$ cat src/rtl/f2h_sdram_rd_arbiter_pkg.sv
// Shared types and sizes for the f2h_sdram read arbiter slice.
// Widths are fixed here because route_t depends on the burstcount width.
package f2h_arb_pkg;
  localparam int DATA_W    = 256;
  localparam int ADDR_W    = 27;
  localparam int BURST_W   = 8;
  localparam int MAX_OUTST = 4;

  typedef enum logic {IDLE = 1'b0, CMD = 1'b1} arb_state_t;
  typedef enum logic {M0 = 1'b0, M1 = 1'b1} master_id_t;

  typedef struct packed {
    master_id_t         id;
    logic [BURST_W-1:0] beats;
  } route_t;

  function automatic master_id_t other_master(input master_id_t m);
    return (m == M0) ? M1 : M0;
  endfunction
endpackage

$ cat src/rtl/f2h_sdram_rd_arbiter_if.sv
// Avalon-MM burst read port: master drives the command, slave returns beats.
interface f2h_sdram_rd_arbiter_if;
  import f2h_arb_pkg::*;

  logic               read;
  logic [ADDR_W-1:0]  address;
  logic [BURST_W-1:0] burstcount;
  logic               waitrequest;
  logic [DATA_W-1:0]  readdata;
  logic               readdatavalid;

  modport master (output read, address, burstcount,
                  input  waitrequest, readdata, readdatavalid);
  modport slave  (input  read, address, burstcount,
                  output waitrequest, readdata, readdatavalid);
endinterface

$ cat src/rtl/f2h_sdram_rd_arbiter_route_fifo.sv
// In-order record of accepted bursts (issuing master + beat count).
// Head is visible combinationally so the response path adds no latency.
module rd_route_fifo
  import f2h_arb_pkg::*;
#(
  parameter int DEPTH = MAX_OUTST
) (
  input  logic                     clk,
  input  logic                     rst_n,
  input  logic                     push,
  input  logic                     pop,
  input  route_t                   din,
  output route_t                   head,
  output logic                     full,
  output logic                     empty,
  output logic [$clog2(DEPTH):0]   count
);
  localparam int PTR_W = $clog2(DEPTH);
  localparam int CNT_W = PTR_W + 1;

  route_t             mem_q [DEPTH];
  route_t             mem_d [DEPTH];
  logic [PTR_W-1:0]   wr_q, wr_d, rd_q, rd_d;
  logic [CNT_W-1:0]   cnt_q, cnt_d;

  always_comb begin
    mem_d = mem_q;
    wr_d  = wr_q;
    rd_d  = rd_q;
    cnt_d = cnt_q;
    if (push) begin
      mem_d[wr_q] = din;
      wr_d        = wr_q + PTR_W'(1);
    end
    if (pop) rd_d = rd_q + PTR_W'(1);
    case ({push, pop})
      2'b10:   cnt_d = cnt_q + CNT_W'(1);
      2'b01:   cnt_d = cnt_q - CNT_W'(1);
      default: cnt_d = cnt_q;
    endcase
  end

  // Storage needs no reset: entries are only read while count is non-zero.
  always_ff @(posedge clk) mem_q <= mem_d;

  always_ff @(posedge clk) begin
    if (!rst_n) begin
      wr_q  <= '0;
      rd_q  <= '0;
      cnt_q <= '0;
    end else begin
      wr_q  <= wr_d;
      rd_q  <= rd_d;
      cnt_q <= cnt_d;
    end
  end

  assign head  = mem_q[rd_q];
  assign full  = (cnt_q == CNT_W'(DEPTH));
  assign empty = (cnt_q == '0);
  assign count = cnt_q;
endmodule

$ cat src/rtl/f2h_sdram_rd_arbiter.sv
// Shares the f2h_sdram burst read port between two masters: one command in
// flight at a time, responses routed back in issue order via rd_route_fifo.
//
// state | meaning
// IDLE  | waiting for a request while the route FIFO has room
// CMD   | registered command on s_*, waiting for s.waitrequest low
module f2h_sdram_rd_arbiter
  import f2h_arb_pkg::*;
#(
  parameter int FIXED_PRIO = 0
) (
  input  logic                          clk,
  input  logic                          rst_n,
  f2h_sdram_rd_arbiter_if.slave         m0,
  f2h_sdram_rd_arbiter_if.slave         m1,
  f2h_sdram_rd_arbiter_if.master        s,
  output logic [$clog2(MAX_OUTST):0]    outstanding_o,
  output logic                          err_o
);
  arb_state_t         state_q, state_d;
  master_id_t         grant_q, grant_d, last_q, last_d, win;
  logic [ADDR_W-1:0]  addr_q, addr_d;
  logic [BURST_W-1:0] bc_q, bc_d, beat_q, beat_d, remaining;
  logic               err_q, err_d;
  logic               push, pop, full, empty;
  route_t             entry, head;

  rd_route_fifo #(.DEPTH(MAX_OUTST)) u_route_fifo (
    .clk   (clk),
    .rst_n (rst_n),
    .push  (push),
    .pop   (pop),
    .din   (entry),
    .head  (head),
    .full  (full),
    .empty (empty),
    .count (outstanding_o)
  );

  always_comb begin
    state_d   = state_q;
    grant_d   = grant_q;
    last_d    = last_q;
    addr_d    = addr_q;
    bc_d      = bc_q;
    beat_d    = beat_q;
    err_d     = err_q;
    push      = 1'b0;
    pop       = 1'b0;
    remaining = '0;
    // A zero burstcount is recorded as one beat so the route entry can retire.
    entry     = '{id: grant_q, beats: (bc_q == '0) ? BURST_W'(1) : bc_q};

    win = M0;
    if (m0.read && m1.read) win = (FIXED_PRIO != 0) ? M0 : other_master(last_q);
    else if (m1.read)       win = M1;

    case (state_q)
      IDLE: begin
        if (!full && (m0.read || m1.read)) begin
          state_d = CMD;
          grant_d = win;
          addr_d  = (win == M0) ? m0.address    : m1.address;
          bc_d    = (win == M0) ? m0.burstcount : m1.burstcount;
        end
      end
      CMD: begin
        if (!s.waitrequest) begin
          push    = 1'b1;
          last_d  = grant_q;
          state_d = IDLE;
          if (bc_q == '0) err_d = 1'b1;
        end
      end
    endcase

    // beat_q == 0 marks "no burst in progress"; the head count loads on the first beat.
    if (s.readdatavalid) begin
      if (empty) begin
        err_d = 1'b1;
      end else begin
        remaining = (beat_q == '0) ? head.beats : beat_q;
        if (remaining == BURST_W'(1)) begin
          pop    = 1'b1;
          beat_d = '0;
        end else begin
          beat_d = remaining - BURST_W'(1);
        end
      end
    end
  end

  always_ff @(posedge clk) begin
    if (!rst_n) begin
      state_q <= IDLE;
      grant_q <= M0;
      last_q  <= M1;
      addr_q  <= '0;
      bc_q    <= '0;
      beat_q  <= '0;
      err_q   <= 1'b0;
    end else begin
      state_q <= state_d;
      grant_q <= grant_d;
      last_q  <= last_d;
      addr_q  <= addr_d;
      bc_q    <= bc_d;
      beat_q  <= beat_d;
      err_q   <= err_d;
    end
  end

  assign s.read       = (state_q == CMD);
  assign s.address    = addr_q;
  assign s.burstcount = bc_q;

  assign m0.waitrequest   = !((state_q == CMD) && (grant_q == M0)) || s.waitrequest;
  assign m1.waitrequest   = !((state_q == CMD) && (grant_q == M1)) || s.waitrequest;
  assign m0.readdatavalid = s.readdatavalid && !empty && (head.id == M0);
  assign m1.readdatavalid = s.readdatavalid && !empty && (head.id == M1);
  assign m0.readdata      = s.readdata;
  assign m1.readdata      = s.readdata;

  assign err_o = err_q;
endmodule
$ cat src/flat_wrapper.sv
// flat-port wrapper written by rule: the top's interface ports become plain ports
module f2h_sdram_rd_arbiter_flat import f2h_arb_pkg::*;
#(
  parameter int FIXED_PRIO = 0
)
  (clk, rst_n, outstanding_o, err_o, m0_read, m0_address, m0_burstcount, m0_waitrequest, m0_readdata, m0_readdatavalid, m1_read, m1_address, m1_burstcount, m1_waitrequest, m1_readdata, m1_readdatavalid, s_read, s_address, s_burstcount, s_waitrequest, s_readdata, s_readdatavalid);
  f2h_sdram_rd_arbiter_if m0_i ();
  f2h_sdram_rd_arbiter_if m1_i ();
  f2h_sdram_rd_arbiter_if s_i ();
  input  logic clk;
  input  logic rst_n;
  output logic [$clog2(MAX_OUTST):0] outstanding_o;
  output logic err_o;
  input wire logic [$bits(m0_i.read)-1:0] m0_read;
  input wire logic [$bits(m0_i.address)-1:0] m0_address;
  input wire logic [$bits(m0_i.burstcount)-1:0] m0_burstcount;
  output wire logic [$bits(m0_i.waitrequest)-1:0] m0_waitrequest;
  output wire logic [$bits(m0_i.readdata)-1:0] m0_readdata;
  output wire logic [$bits(m0_i.readdatavalid)-1:0] m0_readdatavalid;
  input wire logic [$bits(m1_i.read)-1:0] m1_read;
  input wire logic [$bits(m1_i.address)-1:0] m1_address;
  input wire logic [$bits(m1_i.burstcount)-1:0] m1_burstcount;
  output wire logic [$bits(m1_i.waitrequest)-1:0] m1_waitrequest;
  output wire logic [$bits(m1_i.readdata)-1:0] m1_readdata;
  output wire logic [$bits(m1_i.readdatavalid)-1:0] m1_readdatavalid;
  output wire logic [$bits(s_i.read)-1:0] s_read;
  output wire logic [$bits(s_i.address)-1:0] s_address;
  output wire logic [$bits(s_i.burstcount)-1:0] s_burstcount;
  input wire logic [$bits(s_i.waitrequest)-1:0] s_waitrequest;
  input wire logic [$bits(s_i.readdata)-1:0] s_readdata;
  input wire logic [$bits(s_i.readdatavalid)-1:0] s_readdatavalid;
  assign m0_i.read = m0_read;
  assign m0_i.address = m0_address;
  assign m0_i.burstcount = m0_burstcount;
  assign m0_waitrequest = m0_i.waitrequest;
  assign m0_readdata = m0_i.readdata;
  assign m0_readdatavalid = m0_i.readdatavalid;
  assign m1_i.read = m1_read;
  assign m1_i.address = m1_address;
  assign m1_i.burstcount = m1_burstcount;
  assign m1_waitrequest = m1_i.waitrequest;
  assign m1_readdata = m1_i.readdata;
  assign m1_readdatavalid = m1_i.readdatavalid;
  assign s_read = s_i.read;
  assign s_address = s_i.address;
  assign s_burstcount = s_i.burstcount;
  assign s_i.waitrequest = s_waitrequest;
  assign s_i.readdata = s_readdata;
  assign s_i.readdatavalid = s_readdatavalid;
  f2h_sdram_rd_arbiter #(.FIXED_PRIO(FIXED_PRIO)) u_core (.clk(clk), .rst_n(rst_n), .m0(m0_i), .m1(m1_i), .s(s_i), .outstanding_o(outstanding_o), .err_o(err_o));
endmodule
$ cat config.mk
export PLATFORM = sky130hd
export DESIGN_NAME = f2h_sdram_rd_arbiter_flat
export DESIGN_NICKNAME = d
export VERILOG_FILES = /design/src/rtl/f2h_sdram_rd_arbiter_pkg.sv /design/src/rtl/f2h_sdram_rd_arbiter_if.sv /design/src/rtl/f2h_sdram_rd_arbiter_route_fifo.sv /design/src/rtl/f2h_sdram_rd_arbiter.sv /design/src/flat_wrapper.sv
export SDC_FILE = /design/constraint.sdc
export NUM_CORES = 1
export LEC_CHECK = 0
export BUFFER_PORTS_ARGS = -buffer_cell sky130_fd_sc_hd__clkbuf_2
export CAP_MARGIN = 25
export CORE_AREA = 2 2 346 348
export CTS_CLUSTER_DIAMETER = 80
export DETAILED_ROUTE_END_ITERATION = 10
export DIE_AREA = 0 0 348 350
export GPL_ROUTABILITY_DRIVEN = 0
export PLACE_DENSITY = 0.31
export SLEW_MARGIN = 20
export SYNTH_ARGS = -nofsm -noshare
export SYNTH_HDL_FRONTEND = slang
export SYNTH_HIERARCHICAL = 1
export SYNTH_SLANG_ARGS = --single-unit
export TNS_END_PERCENT = 50
$ cat constraint.sdc
create_clock -name clk -period 5.81 [get_ports clk]
set_clock_uncertainty 0.05 [all_clocks]
set_input_delay 0.2905 -clock clk [delete_from_list [all_inputs] [get_ports clk]]
set_output_delay 0.2905 -clock clk [all_outputs]
set_load 0.02 [all_outputs]
==> flow_results.org, run 1 <==
** Worst setup path
- Nature of the critical path endpoint :: flip-flop
- The critical path is of the reg -> reg type.
- The endpoint identified for the worst register-to-register timing path is u_core/u_route_fifo/count[2]$_SDFFE_PN0P_.
- Start of the worst register-to-register path :: u_core/u_route_fifo/rd_q[0]$_SDFFE_PN0P_
- Slack of the worst reg-to-reg path :: 1.78 ns
- Largest fanout of any net on the critical path :: 11
- Data arrives at the worst endpoint at 4.28 ns.
- The worst setup path is launched from a flip-flop.
- Required @ worst endpoint :: 6.06 ns
- R2R cell count :: 11

** Job
- Max-cap violations in this run came to 0.

** Synthesis
- Yosys mapped the design onto 54 distinct sky130hd cell types.
- Counting flops and latches in the post-synthesis netlist gives 90.
- Sequential cells were found to cover 27.0% of the synthesized design area.
- Counting every instance in the synthesized netlist gives between 800 and 900.
- Yosys mapped a number of flops with a built-in enable equal to 36.
- Post-synth net total :: 1225
- The synthesized design spends more area on one cell type than any other, namely buf_4.
- Mean instance size in the synthesized netlist :: 9.04 um^2
- Top cells by instance count after synthesis :: buf_4, dfxtp_1, nor2_1
- After synthesis the cells add up to 8000 um^2.
- Yosys warns :: 6
- The top cell type by area accounts for between 40% and 50% of the synthesized area.
- By area the synthesized netlist is led by buf_4, dfxtp_1, edfxtp_1, mux2i_1, a211oi_1.
- Top-count cell post-synth :: buf_4
- Among all flip-flop cells after synthesis, the most frequent one is dfxtp_1.
- Counting flops with an async set or reset pin after synthesis yields a share of 0%.

** STA
- Final number of hold-violating endpoints :: 0
- Sum of negative setup slack :: 0 ns
- Setup slack closes at between 1.5 and 2 ns.
- Derived from the worst setup path, the maximum achievable clock frequency is 248 MHz.
- Smallest hold slack :: 0.130 ns
- Headroom to the max-slew limit came out at 42.5%.
- Setup repair after global routing missed its margin :: no
- Final setup violating endpoints :: 0
- Final period util :: 69.4%
- Clock period minus worst slack :: 4.03 ns
- Transition time at the pin with the least slew margin :: 0.855 ns
- Final count of pins violating max slew :: 0

** Min path
- Hold-critical path depth :: 3
- Worst hold path type :: in -> reg
- Capture endpoint of the worst hold path :: u_core/s.read$_SDFF_PN0_
- The worst hold path begins at s_waitrequest.

** Final layout
- Final Cell Area :: 6850 um^2
- The repair_antennas step left the layout with diodes totalling 0.
- Cells fill just under 6% of the core in the end.
- From synthesis to final layout, the design area changed by -14.4%.
- Cells with a size suffix above 1 make up 32.2% of the layout.
- Final non-filler cell total :: approximately 2000
- The net count of the finished layout is roughly 800.

** Clock network
- TritonCTS built the clock tree.
- Clock latency on the worst-skew pair :: 0.36 ns
- Post-CTS timing repair inserted 0 buffers for setup.
- CTS buffer count :: 9
- Clock sink count :: 90
- PostCTS Resize Cnt :: 0
- For this design, the CTS-stage hold fixing added 0 buffers.
- CTS placed an instance of clkbuf_16 at the clock tree root.
- The H-tree was split into 3 levels.
- After clock tree synthesis, the clock-pin slew on the worst setup and hold paths is approximately 0.070 ns.
- In this run the deepest clock path goes through 2 buffers.

** GRT
- The initial antenna violation count is 1.
- The number of global-route vias before repair came to 4349.
- The total overflow left after global routing is 0.
- Wire length of the first global-routing pass :: a little under 60000 um
- Overall track demand over capacity in global routing :: 7.89%
- Entering global routing, the biggest net connects 73 pins.

** Place
- Place WS :: 1.72 ns
- Instance area at placement :: 6580 um^2
- After detailed placement, the design holds a cell count of 2001.
- Count of port buffers added during placement :: 119
- The wire-length estimate of the detail-placed layout is approximately 46000 um.

** Power
- Sequential group share of total power :: 45.9%
- Proportion of power drawn by combinational gates :: 19.0%
- The internal power of the cells totals 1.11 mW.
- Clock Power Share :: 35.1%
- Power density over cell area :: 235 nW/um^2
- Maximum VDD drop :: 0.162 mV
- Of the total power, the share spent switching nets is 30.9%.
- Switching pwr :: 498 uW
- Overall power consumption after layout is estimated at 1.61 mW.
- Reported leakage power :: 2.07 nW

** Floorplan
- Floorplan Core Area :: 118000 um^2
- 888 I/O pins were placed.
- Y dimension of the die :: 350 um
- The floorplan step defined a die boundary enclosing 122000 um^2.
- Initial core utilization :: 6.80%
- Chip width :: 348 um
- Standard-cell row count :: around 130

** Route
- DRC viols :: 0
- The final layout contains routed wiring with a total length of about 51000 um.
- After detailed routing, the number of vias per cell comes to 2.08.
- The detailed router finished its first iteration with 195 violations.
- Number of nets still failing antenna checks after routing :: 0
- The final route contains around 4200 vias.
- Final routed wire length divided by cell count :: 25.1 um
- For this run, the detailed router's first-pass iteration total came to 4.

** Outcome
- The flow ran to the end, and the final reports show no timing, DRC or antenna violations.
[worst max-delay path by stage]
stage	slack (ns)	cells past startpoint	start	to
2_1_floorplan	2.56	13	u_core/beat_q[4]$_SDFFE_PN0P_	u_core/u_route_fifo/count[2]$_SDFFE_PN0P_
3_3_place_gp	1.74	11	u_core/u_route_fifo/rd_q[0]$_SDFFE_PN0P_	u_core/u_route_fifo/count[2]$_SDFFE_PN0P_
3_5_place_dp	1.72	11	u_core/u_route_fifo/rd_q[0]$_SDFFE_PN0P_	u_core/u_route_fifo/count[2]$_SDFFE_PN0P_
4_1_cts	1.69	11	u_core/u_route_fifo/rd_q[0]$_SDFFE_PN0P_	u_core/u_route_fifo/count[2]$_SDFFE_PN0P_
5_1_grt	1.37	11	u_core/u_route_fifo/rd_q[0]$_SDFFE_PN0P_	u_core/u_route_fifo/count[2]$_SDFFE_PN0P_
6_report	1.78	11	u_core/u_route_fifo/rd_q[0]$_SDFFE_PN0P_	u_core/u_route_fifo/count[2]$_SDFFE_PN0P_
[worst max-delay path, cell delays in order (launching register included)]
cell	delay [ns]
dfxtp_1	0.79
mux4_1	0.67
a21oi_1	0.21
ha_1	0.18
nand3_1	0.24
nor3_1	0.50
ha_1	0.27
inv_1	0.06
fa_1	0.37
xor2_1	0.15
or3_1	0.30
a21boi_1	0.16
[cells by family (layout without fill, tap and decap cells)]
| kind of cell | Yosys count | count (layout) | share of synthesized area [%] |
|---|---|---|---|
| AND/OR/NAND/NOR | 109 | 109 | 6.75 |
| buffers and inverters | 551 | 147 | 50.2 |
| multiplexers | 46 | 46 | 7.21 |
| AO/OA/AOI/OAI | 75 | 75 | 6.82 |
| adder cells (fa/ha/maj) | 8 | 8 | 1.34 |
| flip-flops | 90 | 90 | 27.0 |
| XOR/XNOR | 6 | 6 | 0.657 |
[final cells by class]
| cell class | count | area, um^2 |
|---|---|---|
| clock inverters | 6 | 50.0 |
| clock buffers | 10 | 229 |
| multi-input cells | 244 | 1840 |
| inverters | 9 | 33.8 |
| well taps | 1536 | 1920 |
| fillers | 13737 | 111000 |
| flip-flops and latches | 90 | 2160 |
| repair buffers | 122 | 618 |
[cell usage in the layout, fill, tap and decap left out, types with 2 or more instances in the layout]
master | netlist | routed
a211oi_1 | 35 | 35
a21oi_1 | 10 | 10
and2_1 | 10 | 10
buf_4 | 512 | 3
clkbuf_16 | 0 | 9
clkbuf_2 | 0 | 119
clkinv_4 | 0 | 2
dfxtp_1 | 54 | 54
edfxtp_1 | 36 | 36
ha_1 | 7 | 7
inv_1 | 8 | 8
mux2i_1 | 37 | 37
mux4_2 | 8 | 8
nand2_1 | 13 | 13
nand2b_1 | 4 | 4
nand3_1 | 3 | 3
nor2_1 | 45 | 45
nor2b_1 | 4 | 4
nor3_1 | 9 | 8
nor4_1 | 8 | 8
o211ai_1 | 3 | 3
o21ai_0 | 6 | 6
o22ai_1 | 2 | 2
o32ai_1 | 2 | 2
o41ai_1 | 2 | 2
or3_1 | 2 | 2
or4_1 | 3 | 3
xnor2_1 | 2 | 2
xor2_1 | 4 | 4
[registers in the layout, summed over array words and instances, names as in the netlist]
signal                     cells
u_core/u_route_fifo/wr_q       2
u_core/u_route_fifo/count      3
u_core/s.burstcount            8
u_core/u_route_fifo/rd_q       2
u_core/last_q                  1
u_core/u_route_fifo/mem_q     36
u_core/beat_q                  8
u_core/err_o                   1
u_core/s.address              27
u_core/grant_q                 1
u_core/s.read                  1
[per-layer routing]
metal	wire, um	GRT usage (%)
met5	125	0.746
met4	2660	3.84
met3	19200	14.2
met2	17100	9.16
met1	11500	5.16
[power by group through the flow]
| stage | logic (mW) | registers (mW) | clock network, mW |
|---|---|---|---|
| 6_report | 0.307 | 0.740 | 0.565 |
| 5_1_grt | 0.340 | 0.747 | 0.620 |
| 4_1_cts | 0.311 | 0.742 | 0.602 |
| 3_5_place_dp | 0.310 | 0.755 | 0 |
| 3_3_place_gp | 0.309 | 0.754 | 0 |
| 2_1_floorplan | 0.691 | 0.771 | 0 |
Power figures use the tool's default switching activity.
==> run 2, diff against run 1 <==
--- a/config.mk
+++ b/config.mk
@@ -5,12 +5,13 @@
 export SDC_FILE = /design/constraint.sdc
 export NUM_CORES = 1
 export LEC_CHECK = 0
+export ABC_AREA = 1
 export BUFFER_PORTS_ARGS = -buffer_cell sky130_fd_sc_hd__clkbuf_2
 export CAP_MARGIN = 25
-export CORE_AREA = 2 2 346 348
+export CORE_AREA = 2 2 348 350
 export CTS_CLUSTER_DIAMETER = 80
 export DETAILED_ROUTE_END_ITERATION = 10
-export DIE_AREA = 0 0 348 350
+export DIE_AREA = 0 0 350 352
 export GPL_ROUTABILITY_DRIVEN = 0
 export PLACE_DENSITY = 0.31
 export SLEW_MARGIN = 20
==> constraint.sdc (replaced) <==
create_clock -name clk -period 3.9 [get_ports clk]
set_clock_uncertainty 0.05 [all_clocks]
set_input_delay 0.195 -clock clk [delete_from_list [all_inputs] [get_ports clk]]
set_output_delay 0.195 -clock clk [all_outputs]
set_load 0.02 [all_outputs]
==> run 2 against run 1 <==
Via count up 3.3%. Critical endpoint unchanged. Power rose by 61%. Die area grew 1.1%. Non-clock buffer count grew 8. Final cell count increased by 9.3%. Synthesized cell count grew 12%. Fmax up 27%. First-iteration DRC count decreased by 22%. Critical path type unchanged.
==> flow_results.org, run 2 <==
** STA
- Sum of negative setup slack :: 0 ns
- Headroom to the max-slew limit came out at just over 50%.
- For the pin with the worst max-slew slack, the measured transition is 0.731 ns.
- Final count of pins violating max slew :: 0
- For the finished layout, the period the worst path requires is about 3.2 ns.
- Of the available clock period, the critical path in the final layout requires 81.6%.
- For this run, the top clock speed supported by timing is 314 MHz.
- Setup violations remaining at the end of the flow were counted as 0.
- Setup repair after global routing left no endpoint under its margin.
- Final number of hold-violating endpoints :: 0

** Final layout
- The library cell used most frequently in the layout, excluding fill and tap cells, is clkbuf_2.
- Share of cells above drive strength 1 :: 27.9%
- u_core/u_route_fifo/mem_q holds more flip-flops than any other register.
- 0 antenna diodes ended up in the layout.
- Post-synthesis to final-layout area growth :: -12.3%
- The final layout contains 927 nets.
- Final non-filler cell total :: 2204
- Leaving out fill and tap cells, the most frequent cells in the layout are clkbuf_2, nand2_1, dfxtp_1.
- Flip-flop count of the largest register, all copies and words added :: 36
- After filler insertion, the fill cell instance count of the layout stands at 14136.

** Worst setup path
- Along the worst path, the maximum fanout reaches 16.
- Start of the worst register-to-register path :: u_core/u_route_fifo/rd_q[0]$_SDFFE_PN0P_
- Type of element launching the critical path :: flip-flop
- STA classifies the critical path endpoint as a flip-flop.
- Data arrives at the worst endpoint at 3.43 ns.
- The critical path starts at u_core/u_route_fifo/rd_q[0]$_SDFFE_PN0P_.
- The setup path with the least slack is of type reg -> reg.
- Slack of the worst reg-to-reg path :: slightly above 0.7 ns
- R2R cell count :: 16
- The most critical setup path has its endpoint at u_core/u_route_fifo/count[2]$_SDFFE_PN0P_.
- Required @ worst endpoint :: 4.14 ns
- The worst register-to-register path ends at u_core/u_route_fifo/count[2]$_SDFFE_PN0P_.

** GRT
- Antenna violations before repair :: 1
- The total overflow left after global routing is 0.
- In the global route stage, overall resource usage came out at approximately 4.5%.
- Entering global routing, the biggest net connects 60 pins.
- The first global-routing pass estimated 38300 um of wire.
- Number of global-route vias before repair :: 4531

** Clock network
- CTS H-Tree Depth :: 3
- Maximum count of clock buffers along a single path :: 2
- Clock latency on the worst-skew pair :: 0.36 ns
- Root cell of the clock tree :: clkbuf_16
- Post-CTS clock slew at the launch and capture registers of the worst setup and hold paths :: 0.08 ns
- CTS buffer count :: 9
- CTS tree :: done
- For this design, the sink count on the clock tree is 90.
- In this run, post-CTS repair resized a total of 0 instances.

** Route
- Number of detailed-routing iterations run before antenna repair :: 4
- Detailed-routing wirelength on met1 :: 10800 um
- The final route contains 4324 vias.
- After detailed routing, the total wire length is just under 30000 um.
- In the detailed route, the total length drawn on met3 is 6420 um.
- Routed signal wires occupy layers up through met5.
- Once detail routing completed, the nets flagged for antenna violations numbered 0.
- Final routed wire length divided by cell count :: ~13 um
- DRC viols :: 0
- In the routed layout, each cell is associated on average with a via count of 1.96.
- The first routing iteration left 152 violations.
- Wire segments on met2 add up to 9940 um in the final route.

** Floorplan
- For this configuration, the core starts out at a cell density of 6.64%.
- The floorplan has about 130 rows.
- Floorplan Core Area :: about 120000 um^2
- Number of ports placed on the die boundary :: 888
- Y dimension of the die :: 352 um
- Overall die area :: 123000 um^2
- Chip width :: approximately 350 um

** Synthesis
- After technology mapping, the gate count stands at 988.
- Yosys instantiated no cell more often than buf_4.
- Number of flops mapped to enable cells by yosys :: 36
- After synthesis, the share of flip-flops with an asynchronous set or reset is 0%.
- Register bit total from synthesis :: 90
- The number of nets in the synthesized netlist is 1328.
- Share of Yosys cell area claimed by the top area cell type :: 48.6%
- Yosys warns :: 6
- Top post-synthesis cells by area :: buf_4, dfxtp_1, edfxtp_1, nand2_1, o21ai_0
- Post-synthesis instance area :: 7920 um^2
- Main synth FF type :: dfxtp_1
- Summing the sequential cell areas from Yosys gives between 20% and 30% of the chip area.
- Cell type with the highest aggregate area in the netlist :: buf_4
- Top cells by instance count after synthesis :: buf_4, nand2_1, dfxtp_1
- Number of distinct library cell variants in the gate-level netlist after synthesis :: 33
- Mean instance size in the synthesized netlist :: approximately 8.0 um^2

** Power
- Dividing total power by cell area gives a power density of 374 nW/um^2.
- Maximum VDD drop :: between 0.15 and 0.2 mV
- Design Power :: 2.60 mW
- In this run the static leakage power is ~2.2 nW.

** Place
- The wire-length estimate of the detail-placed layout is around 24000 um.
- Placed Cells incl. Taps :: 2182
- Count of port buffers added during placement :: between 100 and 150

** Min path
- Launch instance of the worst min-delay path :: m1_address[0]
- The path class of the tightest hold or removal check is in -> reg.

** Job
- Across the run, the number of max-cap violations was 0.

** Outcome
- The flow ran to the end, and the final reports show no timing, DRC or antenna violations.
==> run 2: worst max-delay path, stage by stage (launching register included) <==
cell and delay (ns):
dfxtp_1 0.45, buf_4 0.24, o21ai_1 0.09, o22ai_1 0.28, a21oi_4 0.11, inv_2 0.08, ha_1 0.14, nand3_1 0.14
nor3_1 0.49, ha_1 0.26, inv_1 0.06, fa_1 0.37, nand2_1 0.10, nand3_1 0.08, nand2_1 0.06, inv_1 0.03
nor2_1 0.08
==> run 2: layer usage <==
layer	track usage, %	vias to the layer above
li1	-	1843
met5	1.02	-
met3	4.74	142
met1	4.73	1844
met4	2.86	8
met2	5.07	487
==> run 2: cells by family after synthesis <==
kind of cell / synth area share, %
buffers and inverters: 52.0
AND/OR/NAND/NOR: 9.81
AO/OA/AOI/OAI: 9.46
flip-flops: 27.3
adder cells (fa/ha/maj): 1.36
XOR/XNOR: 0.111
==> run 2: cell type report <==
cell class | instances | area [um^2] | area share (%)
repair buffers | 130 | 693 | 9.98
inverters | 36 | 135 | 1.95
multi-input cells | 320 | 1660 | 23.9
clock buffers | 11 | 243 | 3.49
well taps | 1612 | 2020 | 29.0
flip-flops and latches | 90 | 2160 | 31.1
clock inverters | 5 | 38.8 | 0.558
==> run 2: metrics by stage <==
| step | instance area [um^2] | setup slack (ns) | hold WS [ns] | utilization [%] |
|---|---|---|---|---|
| 6_report | 6950 | 0.718 | 0.0233 | 5.82 |
| 5_1_grt | 6950 | 0.374 | 0.0158 | 5.82 |
| 4_1_cts | 6950 | 0.677 | 0.000845 | 5.82 |
| 3_3_place_gp | 6600 | 0.724 | 0.340 | 5.53 |
| 2_1_floorplan | 7920 | 1.25 | 0.266 | - |
| 3_5_place_dp | 6600 | 0.698 | 0.340 | 5.53 |
==> run 2: worst min path at each step <==
stage          slack [ns]  cells past startpoint                                   endpoint
2_1_floorplan        0.27                      2  u_core/u_route_fifo/count[2]$_SDFFE_PN0P_
3_5_place_dp         0.34                      0                           m0_readdata[118]
6_report             0.02                      3           u_core/s.address[0]$_SDFFE_PN0P_
4_1_cts            0.0008                      3           u_core/s.address[9]$_SDFFE_PN0P_
5_1_grt              0.02                      3          u_core/s.address[26]$_SDFFE_PN0P_
3_3_place_gp         0.34                      0                           m0_readdata[118]
==> run 2: power breakdown <==
part / switching [mW] / leakage, nW / internal (mW) / total [mW]
Sequential: 0.0561 / 0.778 / 1.05 / 1.11
Combinational: 0.419 / 1.32 / 0.208 / 0.627
Clock: 0.409 / 0.141 / 0.455 / 0.864
==> run 2: what timing repair did <==
item / in CTS / in global routing
hold buffers: 6 / 0
endpoints found under the hold margin: 6 / 0
buffers inserted: 0 / 0
setup endpoints to repair: 0 / 0
==> run 3, diff against run 2 <==
==> constraint.sdc (replaced) <==
create_clock -name clk -period 3.3 [get_ports clk]
set_clock_uncertainty 0.05 [all_clocks]
set_input_delay 0.165 -clock clk [delete_from_list [all_inputs] [get_ports clk]]
set_output_delay 0.165 -clock clk [all_outputs]
set_load 0.02 [all_outputs]
==> run 3 against run 2 <==
Non-clock buffer count up 57. Highest routed layer unchanged. Worst hold slack worse by 0.0050 ns. Final cell count up 2.6%. Critical path type unchanged. Sequential power up 18%. Critical path depth up 1. Via count up 6.8%. Critical endpoint unchanged. Fmax up 5.2%. Power up 30%.
==> flow_results.org, run 3 (synthesized netlist as in run 2, its figures left out) <==
** Clock network
- In this run the clock root is driven by a clkbuf_16.
- Post-CTS clock slew at the launch and capture registers of the worst setup and hold paths :: 0.07 ns
- CTS buffer count :: 9
- For this design, the sink count on the clock tree is 90.
- In this run, post-CTS repair resized a total of 0 instances.
- The H-tree was split into 3 levels.
- Clock latency on the worst-skew pair, taken at its later pin, is 0.37 ns.
- TritonCTS built the clock tree.
- Maximum count of clock buffers along a single path :: 2
- After clock tree synthesis, the setup repair step added 0 buffers.

** Route
- For this run, design rule violations remaining after detail routing come to 0.
- Using the TritonRoute via totals, the vias-per-cell ratio works out to 2.04.
- Number of nets still failing antenna checks after routing :: 0
- Final WL :: 29700 um
- The detailed router finished its first iteration with 172 violations.
- The first detailed-routing pass took 4 iterations.
- Across all layers, the routed design uses between 4000 and 5000 vias.
- Final routed wire length divided by cell count :: 13.1 um

** Final layout
- The register with the most flip-flops in the layout has 36 of them.
- Largest register by flop count :: u_core/u_route_fifo/mem_q
- In the final layout, the multi-input gates occupy 1660 um^2.
- Leaving out fill and tap cells, the most frequent cell in the layout is clkbuf_2.
- Final core area utilization :: under 10%
- The number of antenna diodes in the final layout is 0.
- At the end of the flow, the number of nets in the layout was 984.
- Area used by sequential logic in the layout :: ~2200 um^2
- Most frequent cells in the layout :: clkbuf_2, nand2_1, dlygate4sd3_1
- After the flow finishes, the layout carries non-filler instances totaling 2261.
- After filler insertion, the fill cell instance count of the layout stands at 14072.
- From synthesis to final layout, the design area changed by -4.22%.
- Share of cells above drive strength 1 :: 25.7%

** Worst setup path
- Required @ worst endpoint :: about 3.5 ns
- On the critical path, the stage with the largest delay is an instance of dfxtp_1.
- Nature of the critical path endpoint :: flip-flop
- Largest fanout of any net on the critical path :: 18
- The cell that appears most often on the critical path is inv_1.
- The worst setup path is launched from a flip-flop.
- On the worst path, the slowest cell contributes a delay of 0.48 ns.
- In this run the critical register-to-register path is captured at u_core/u_route_fifo/count[2]$_SDFFE_PN0P_.
- Critical Path, Cell by Cell :: inv_2 > o21ai_0 > o22ai_1 > a21oi_2 > ha_1 > nand3_1 > nor3_1 > buf_4 > ha_1 > inv_1 > fa_1 > inv_1 > nand2_1 > nand3_1 > nand2_1 > inv_1 > nor2_1
- Setup CP Type :: reg -> reg
- R2R cell count :: 17
- The startpoint identified for the worst register-to-register timing path is u_core/u_route_fifo/rd_q[0]$_SDFFE_PN0P_.
- The setup check on the worst reg-to-reg path leaves a slack of between 0.2 and 0.3 ns.
- CP arrival :: 3.23 ns

** STA
- Setup slack on the critical path of the routed design comes to 0.275 ns.
- Timing would allow up to 331 MHz.
- The number of hold violations in the final report came to 0.
- Setup repair after global routing missed its margin :: no
- The final number of max-transition violations came to 0.
- Sum of negative setup slack :: 0 ns
- Transition time at the pin with the least slew margin :: approximately 0.73 ns
- Setup violations remaining at the end of the flow were counted as 0.
- Counting I/O delays and the setup requirement, the final critical path takes 3.03 ns.
- Final period util :: between 90% and 100%
- Max transition margin :: between 50 and 60%

** Floorplan
- Once the floorplan was initialized, standard cells occupied 6.64% of the core.
- In this run the vertical extent of the chip is approximately 350 um.
- Floorplan Core Area :: 119000 um^2
- Chip width :: 350 um
- Standard-cell row count :: approximately 130
- In this run the count of I/O pins placed on the die edge is 888.
- Overall die area :: 123000 um^2

** GRT
- The number of global-route vias before repair is 4687.
- Global routing finished with a remaining overflow of 0.
- Wire length of the first global-routing pass :: 39100 um
- Entering global routing, the biggest net connects 60 pins.
- Overall track demand over capacity in global routing :: 4.55%
- Antenna violations before repair :: 1

** Min path
- Capture endpoint of the worst hold path :: u_core/s.address[23]$_SDFFE_PN0P_
- The worst hold path begins at m0_address[23].
- Hold-critical path depth :: 3
- Worst hold path type :: in -> reg

** Place
- Port buffering added approximately 120 buffers.
- In this run, placement finished with an instance count of 2184.
- The HPWL after detailed placement is 23800 um.
- Place WS :: 0.292 ns

** Job
- The tool flagged a number of max-cap violations equal to 0.

** Outcome
- Run status :: complete, no violations

** Power
- For this design the ratio of total power to cell area is roughly 450 nW/um^2.
- VDD sags by at most 0.358 mV.
- In this run the static leakage power is 2.55 nW.
## run 3: changes by cell type in the layout (fill, tap and decap cells not counted), sizes merged
cell / change
dlygate4sd3: +55
clkinv: -3
buf: +2
inv: +2
bufinv: +3
clkbuf: -2
## run 3: worst max path at each step
stage / from / end / depth (start not counted)
6_report: u_core/u_route_fifo/rd_q[0]$_SDFFE_PN0P_ / u_core/u_route_fifo/count[2]$_SDFFE_PN0P_ / 17
5_1_grt: u_core/u_route_fifo/rd_q[0]$_SDFFE_PN0P_ / u_core/u_route_fifo/count[2]$_SDFFE_PN0P_ / 17
4_1_cts: u_core/u_route_fifo/rd_q[0]$_SDFFE_PN0P_ / u_core/u_route_fifo/count[2]$_SDFFE_PN0P_ / 17
3_5_place_dp: u_core/u_route_fifo/rd_q[0]$_SDFFE_PN0P_ / u_core/u_route_fifo/count[2]$_SDFFE_PN0P_ / 17
3_3_place_gp: u_core/u_route_fifo/rd_q[0]$_SDFFE_PN0P_ / u_core/u_route_fifo/count[2]$_SDFFE_PN0P_ / 17
2_1_floorplan: u_core/u_route_fifo/rd_q[0]$_SDFFE_PN0P_ / u_core/u_route_fifo/count[2]$_SDFFE_PN0P_ / 18
## run 3: stage by stage
step	total power, mW	hold slack [ns]	instance area (um^2)
detailed placement	2.10	0.280	6630
floorplan	2.75	0.236	7920
global placement	2.11	0.280	6630
global route	3.58	0.0282	7590
finish	3.38	0.0183	7590
CTS	3.45	0.00392	7590
## run 3: power by group
part | internal (mW) | switching [mW] | leakage, nW | total, mW
registers | 1.24 | 0.0687 | 0.778 | 1.31
clock network | 0.749 | 0.497 | 0.170 | 1.25
logic | 0.312 | 0.510 | 1.61 | 0.822
## run 3: final cells by class
class / count / share of cell area, %
Sequential cell: 90 / 28.5
Tap cell: 1612 / 26.6
Timing Repair Buffer: 187 / 16.7
Inverter: 36 / 1.78
Clock inverter: 7 / 1.62
Clock buffer: 9 / 2.97
Multi-Input combinational cell: 320 / 21.8
## run 3: repair_timing
item / 4_1_cts / 5_1_grt
endpoints found under the setup margin: 0 / 0
hold buffers: 61 / 0
endpoints found under the hold margin: 36 / 0
## run 3: layer usage
metal / up-vias / track usage [%] / part of all wire [%]
met5: - / 2.32 / 1.1
met4: 8 / 3.33 / 7.1
met3: 154 / 4.80 / 23
met2: 538 / 4.93 / 33
met1: 1960 / 4.73 / 37
li1: 1956 / - / -
## run 3: worst max-delay path: cells and delay by family (launching register included)
family                   cells  cell delay, ns
buffers and inverters        5            0.53
AO/OA/AOI/OAI                3            0.54
flip-flops                   1            0.48
adder cells (fa/ha/maj)      3            0.69
AND/OR/NAND/NOR              6            0.62
